==> src/rtl/conbus_wrr_arb.sv <==
// Weighted round-robin grant generator for the shared Wishbone interconnect.
// Optional bus watchdog is compiled in with `define CONBUS_WDT_EN.

module conbus_wrr_wreg #(
  parameter int W_W        = 4,
  parameter int DEF_WEIGHT = 1
) (
  input  logic           clk,
  input  logic           rst,
  input  logic           we,
  input  logic [W_W-1:0] wdata,
  output logic [W_W-1:0] eff_w
);
  logic [W_W-1:0] w;

  always_ff @(posedge clk) begin
    if (rst)     w <= W_W'(DEF_WEIGHT);
    else if (we) w <= wdata;
  end

  // A programmed weight of zero still grants one burst per turn.
  assign eff_w = (w == '0) ? W_W'(1) : w;
endmodule

module conbus_wrr_arb #(
  parameter int N_MST      = 7,
  parameter int IDX_W      = 3,
  parameter int W_W        = 4,
  parameter int DEF_WEIGHT = 1,
  parameter int TIMEOUT    = 255
) (
  input  logic             sys_clk,
  input  logic             sys_rst,
  input  logic [N_MST-1:0] req,
  input  logic             bus_stb,
  input  logic             bus_ack,
  input  logic [2:0]       bus_cti,
  input  logic             cfg_we,
  input  logic [IDX_W-1:0] cfg_idx,
  input  logic [W_W-1:0]   cfg_weight,
  output logic [N_MST-1:0] gnt,
  output logic [IDX_W-1:0] owner,
  output logic [W_W-1:0]   quota_left,
  output logic             wdt_err
);
  localparam logic [W_W-1:0] RST_QUOTA = (DEF_WEIGHT == 0) ? W_W'(1) : W_W'(DEF_WEIGHT);

  typedef enum logic {PARK, OWN} state_t;
  state_t state;

  if (N_MST < 2 || N_MST > 8 || (1 << IDX_W) < N_MST || TIMEOUT < 1) begin : g_param_chk
    $error("conbus_wrr_arb: illegal parameter set");
  end

  logic [N_MST-1:0][W_W-1:0] eff_w;

  for (genvar gi = 0; gi < N_MST; gi++) begin : g_mst
    conbus_wrr_wreg #(.W_W(W_W), .DEF_WEIGHT(DEF_WEIGHT)) u_wreg (
      .clk  (sys_clk),
      .rst  (sys_rst),
      .we   (cfg_we && (cfg_idx == IDX_W'(gi))),
      .wdata(cfg_weight),
      .eff_w(eff_w[gi])
    );
  end

  logic             burst_end;
  logic             own_req;
  logic             oth_vld;
  logic [IDX_W-1:0] oth_idx;
  logic             wdt_fire;
  logic             quota_exh;
  logic             handoff;

  assign burst_end = bus_stb && bus_ack && (bus_cti == 3'b000 || bus_cti == 3'b111);
  assign own_req   = req[owner];

  // Nearest requester after the owner; descending scan so the smallest
  // distance is the last (winning) assignment.
  always_comb begin
    logic [IDX_W-1:0] m;
    oth_vld = 1'b0;
    oth_idx = owner;
    m       = '0;
    for (int k = N_MST-1; k >= 1; k--) begin
      m = IDX_W'((int'(owner) + k) % N_MST);
      if (req[m]) begin
        oth_vld = 1'b1;
        oth_idx = m;
      end
    end
  end

  assign quota_exh = (quota_left <= W_W'(1)) || wdt_fire;

  // Owner drop outranks a coincident burst end, so no decrement is seen.
  always_comb begin
    handoff = 1'b0;
    if (state == PARK) handoff = oth_vld;
    else               handoff = oth_vld && (!own_req || ((burst_end || wdt_fire) && quota_exh));
  end

  always_ff @(posedge sys_clk) begin
    if (sys_rst) begin
      state      <= PARK;
      owner      <= '0;
      gnt        <= N_MST'(1);
      quota_left <= RST_QUOTA;
    end else if (handoff) begin
      state      <= OWN;
      owner      <= oth_idx;
      gnt        <= N_MST'(1) << oth_idx;
      quota_left <= eff_w[oth_idx];
    end else begin
      case (state)
        PARK: if (own_req) begin
          state      <= OWN;
          quota_left <= eff_w[owner];
        end
        OWN: begin
          if (!own_req)
            state <= PARK;
          else if (burst_end || wdt_fire)
            quota_left <= quota_exh ? eff_w[owner] : quota_left - W_W'(1);
        end
        default: state <= PARK;
      endcase
    end
  end

`ifdef CONBUS_WDT_EN
  localparam int CW = $clog2(TIMEOUT + 1);
  logic [CW-1:0] wdt_cnt;

  assign wdt_fire = (state == OWN) && (wdt_cnt == CW'(TIMEOUT));
  assign wdt_err  = wdt_fire;

  always_ff @(posedge sys_clk) begin
    if (sys_rst || wdt_fire || handoff || state != OWN || !bus_stb || bus_ack)
      wdt_cnt <= '0;
    else
      wdt_cnt <= wdt_cnt + CW'(1);
  end
`else
  assign wdt_fire = 1'b0;
  assign wdt_err  = 1'b0;
`endif
endmodule

==> config.mk <==
export PLATFORM = sky130hd
export DESIGN_NAME = conbus_wrr_arb
export DESIGN_NICKNAME = d
export VERILOG_FILES = /design/src/rtl/conbus_wrr_arb.sv
export SDC_FILE = /design/constraint.sdc
export NUM_CORES = 1
export LEC_CHECK = 0
export CAP_MARGIN = 25
export CORE_MARGIN = 2
export CORE_UTILIZATION = 50
export DETAILED_ROUTE_END_ITERATION = 10
export GPL_TIMING_DRIVEN = 0
export PLACE_DENSITY = 0.66
export SLEW_MARGIN = 20
export SYNTH_ARGS = -nofsm -noshare
export SYNTH_HDL_FRONTEND = slang
export SYNTH_HIERARCHICAL = 1
export SYNTH_SLANG_ARGS = --single-unit
==> constraint.sdc <==
create_clock -name sys_clk -period 5.8 [get_ports sys_clk]
set_input_delay 1.16 -clock sys_clk [delete_from_list [all_inputs] [get_ports sys_clk]]
set_output_delay 1.16 -clock sys_clk [all_outputs]
set_load 0.03 [all_outputs]
==> run_results.csv <==
group,metric,value,unit
run_status,status,"complete, no violations",
power,power.net_switching,1.615,mW
logic_synthesis,synth-simple-area-share,20.26,%
grt,grt_max_degree,19,
logic_synthesis,synth_flop_cell,"dfxtp_1",
hold_path,worstHoldPathType,"flop to flop",
logic_synthesis,ys_seq_elements,43,
logic_synthesis,syn_inst,558,
timing,finalHoldViolCount,0,
logic_synthesis,synthAdderAreaFrac,5.909,%
setup_path,r2r_cells,19,
grt,grt.total_usage,27.28,%
setup_path,slowest_stage,"o41a_1",
detailed_routing,drc,0,
logic_synthesis,synth.cell_area,4447,um2
placed_design,routabilityCongestion,0.9403,
timing,slew_viol_final,0,
power,swShare,53.58,%
layout,layout-drive-gt1-share,15.09,%
die,rows,34,
detailed_routing,vias,4510,
setup_path,cp.depth,19,
layout,diodes,0,
placed_design,dp_hpwl,10210,um
layout,fin_util,59.05,%
logic_synthesis,synth_area_leaders,"dfxtp_1 (19%), mux2i_1 (8.8%), ha_1 (5.9%)",
die,die_w,98.31,um
layout,final_nets,645,
clock_tree,cts.sinks,43,
timing,fin_crit_sh,95.93,%
detailed_routing,viasPerCell,6.343,
setup_path,r2r-end,"quota_left[1]",
die,core_region_area,8678,um2
setup_path,critPathArrivalTime,5.75,ns
layout,seq_area,863.3,um2
logic_synthesis,synth_cell_type_count,78,
detailed_routing,drt_wl_total,13360,um
logic_synthesis,synth_top_area_share,19.36,%
clock_tree,root_buffer,"clkbuf_8",
die,fp.dieArea,9664,um2
power,combPwrFrac,79.5,%
setup_path,critical_path_class,"flop to flop",
placed_design,place_area,4947,um2
detailed_routing,drtPass1Iterations,4,
logic_synthesis,yosys_warnings,6,
setup_path,end_kind,"flop",
logic_synthesis,async_reset_ff_share,0,%
clock_tree,cts_post_setup_buffers_inserted,0,
layout,nFillCells,849,
power,internal_power,1.399,mW
timing,hold_ws,0.4541,ns
timing,skew,0.003508,ns
detailed_routing,ant_nets,0,
setup_path,cp_num_buf_inv,6,
detailed_routing,avgRoutedWirePerCell,18.79,um
logic_synthesis,syn_avg_cell_area,7.969,um2
setup_path,start_kind,"flop",
timing,worst-slew-pin-transition,0.8265,ns
grt,grt_pass1_vias,4331,
layout,final_area,5125,um2
clock_tree,cts_tree,"yes",
setup_path,reg2reg_slack,0.24,ns
logic_synthesis,synth_compound_area_share,29.52,%
logic_synthesis,synth_top_area_cell,"dfxtp_1",
hold_path,hold_end,"gnt[5]",
hold_path,whs_path_depth,2,
die,ios,37,
setup_path,path_delay_family,"compound AO/OA/AOI/OAI gates",
clock_tree,cts.clk_slew.worst_paths,0.08,ns
power,cellLeakagePower,1.947,nW
clock_tree,cts_buffer_depth,2,
hold_path,hp-start,"gnt[5]",
setup_path,required,5.99,ns
setup_path,crit_start,"owner[2]",
setup_path,path_cells,"buf_4, buf_2, clkinv_2, ha_1, a21oi_1, inv_1, ha_1, o41a_1, nor2_1, o311ai_1, a221o_1, a211oi_1, nor4bb_1, buf_2, nor2_2, buf_4, mux2i_1, mux2i_1, o211a_1",
timing,relSlewSlack,44.43,%
timing,period_minus_slack,5.564,ns
setup_path,worstPathMaxFanout,11,
power,pwr-share-seq,12.4,%
layout,layout_common_cells,"nor2_1 (66), dfxtp_1 (41), mux2i_1 (39)",
setup_path,max_stage_delay,0.48,ns
timing,fmax,179.7,MHz
grt,grt_pass1_wl,21260,um
clock_tree,cts_hold_buffers,0,
clock_tree,insertion_delay,0.29,ns
power,power,3.014,mW
grt,antenna_found_initial,0,
clock_tree,cts_made_buffers,5,
logic_synthesis,synth_nets,601,
power,power_density,588.1,nW/um2
die,start_util,51.24,%
logic_synthesis,synth_top_family_by_area,"compound AO/OA/AOI/OAI gates",
logic_synthesis,synth.area.mux_share,14.86,%
layout,multiInputGateArea,3266,um2
logic_synthesis,ys_seq_area_share,19.36,%
setup_path,rr_startpoint,"owner[2]",
logic_synthesis,synth_xor_area_share,1.941,%
grt,overflow,0,
timing,finalSetupViolCount,0,
power,clkPwrFrac,8.2,%
clock_tree,htree_num_levels,2,
layout,syn_to_final_growth,15.25,%
power,peakVddDrop,0.0004043,V
logic_synthesis,synth_edf_count,0,
detailed_routing,drtIter0Drc,189,
layout,final_common_cell,"nor2_1",
die,dieHeight,98.31,um
placed_design,io_buffer_count,35,
flow_run,max-cap-violations,0,
-- routing by layer --
metal  vias to the layer above  global-route usage (%)  wire [um]
li1                       2167                       -          -
met1                      2137                   31.35       5242
met2                       159                   50.08       6727
met3                        47                   1.933        691
met4                         0                   14.54        700
met5                         -                       0          0
-- worst max path at each step --
stage / to / slack (ns)
after floorplan: quota_left[3] / 0.63
after global placement: owner[0] / -0.57
after detailed placement: owner[0] / -0.61
after CTS: owner[0] / 0.05
after global routing: quota_left[1] / -0.03
final: quota_left[1] / 0.24
-- worst min-delay path, stage by stage (launching register included) --
cell     delay, ns
dfxtp_1       0.31
nand2_1       0.05
a21oi_1       0.05
-- cells in the mapped netlist (4+ instances only) --
| cell | instances |
|---|---|
| mux2_2 | 11 |
| o31a_1 | 5 |
| nand2b_1 | 10 |
| nor2_1 | 66 |
| a311oi_1 | 5 |
| clkbuf_1 | 28 |
| and2_1 | 7 |
| o21ai_0 | 26 |
| ha_1 | 21 |
| nand3_1 | 9 |
| o211a_1 | 4 |
| a21oi_1 | 31 |
| nor3_1 | 16 |
| and3_1 | 9 |
| a211oi_1 | 9 |
| nor2b_2 | 7 |
| buf_6 | 9 |
| nand2_1 | 32 |
| inv_1 | 13 |
| a211o_1 | 8 |
| buf_2 | 11 |
| o31ai_1 | 4 |
| or3_1 | 4 |
| dfxtp_1 | 43 |
| mux4_2 | 6 |
| xnor2_1 | 8 |
| a31oi_1 | 7 |
| or2_2 | 7 |
| mux2i_1 | 39 |
| a221o_1 | 5 |
| o211ai_1 | 8 |
| o21a_1 | 6 |
-- per-stage QoR --
step | TNS, ns | worst slack (ns) | cells
after floorplan | 0 | 0.6270 | 558
after global placement | -3.780 | -0.5730 | 701
after detailed placement | -4.328 | -0.6066 | 702
after CTS | 0 | 0.05028 | 710
after global routing | -0.02715 | -0.02715 | 711
final | 0 | 0.2359 | 711
-- registers in the layout, summed over array words and instances (netlist names) --
name            cells
owner               3
state               1
g_mst.u_wreg/w     28
gnt                 7
quota_left          4
-- cell type report --
cell class | count | share of cell area (%)
plain buffers | 54 | 5.835
inverters | 17 | 1.367
repair buffers | 37 | 7.227
clock buffers | 6 | 1.611
multi-input cells | 444 | 63.72
clock inverters | 2 | 0.7568
well taps | 108 | 2.637
flip-flops and latches | 43 | 16.85
-- cells by family (layout without fill, tap and decap cells) --
family	Yosys count	in the layout
other	1	1
DFF	43	43
and+or+nand+nor	182	182
xor gates and xnor gates	9	9
AOI/OAI and AO/OA	174	174
adders and majority gates	21	21
muxes	57	57
buffers and inverters	71	116
-- what timing repair did --
| action | 4_1_cts | 5_1_grt |
|---|---|---|
| gates resized for setup | 5 | 11 |
| endpoints found under the setup margin | 14 | 13 |
| endpoints found under the hold margin | 0 | 0 |
-- power groups by stage --
stage,Combinational [mW],Sequential [mW],Clock (mW)
final,2.40,0.372,0.246
after global routing,2.61,0.380,0.264
after CTS,2.31,0.372,0.254
after floorplan,1.68,0.426,0
after global placement,2.24,0.378,0
after detailed placement,2.28,0.379,0
No activity file was read; power rests on OpenSTA's default activity.
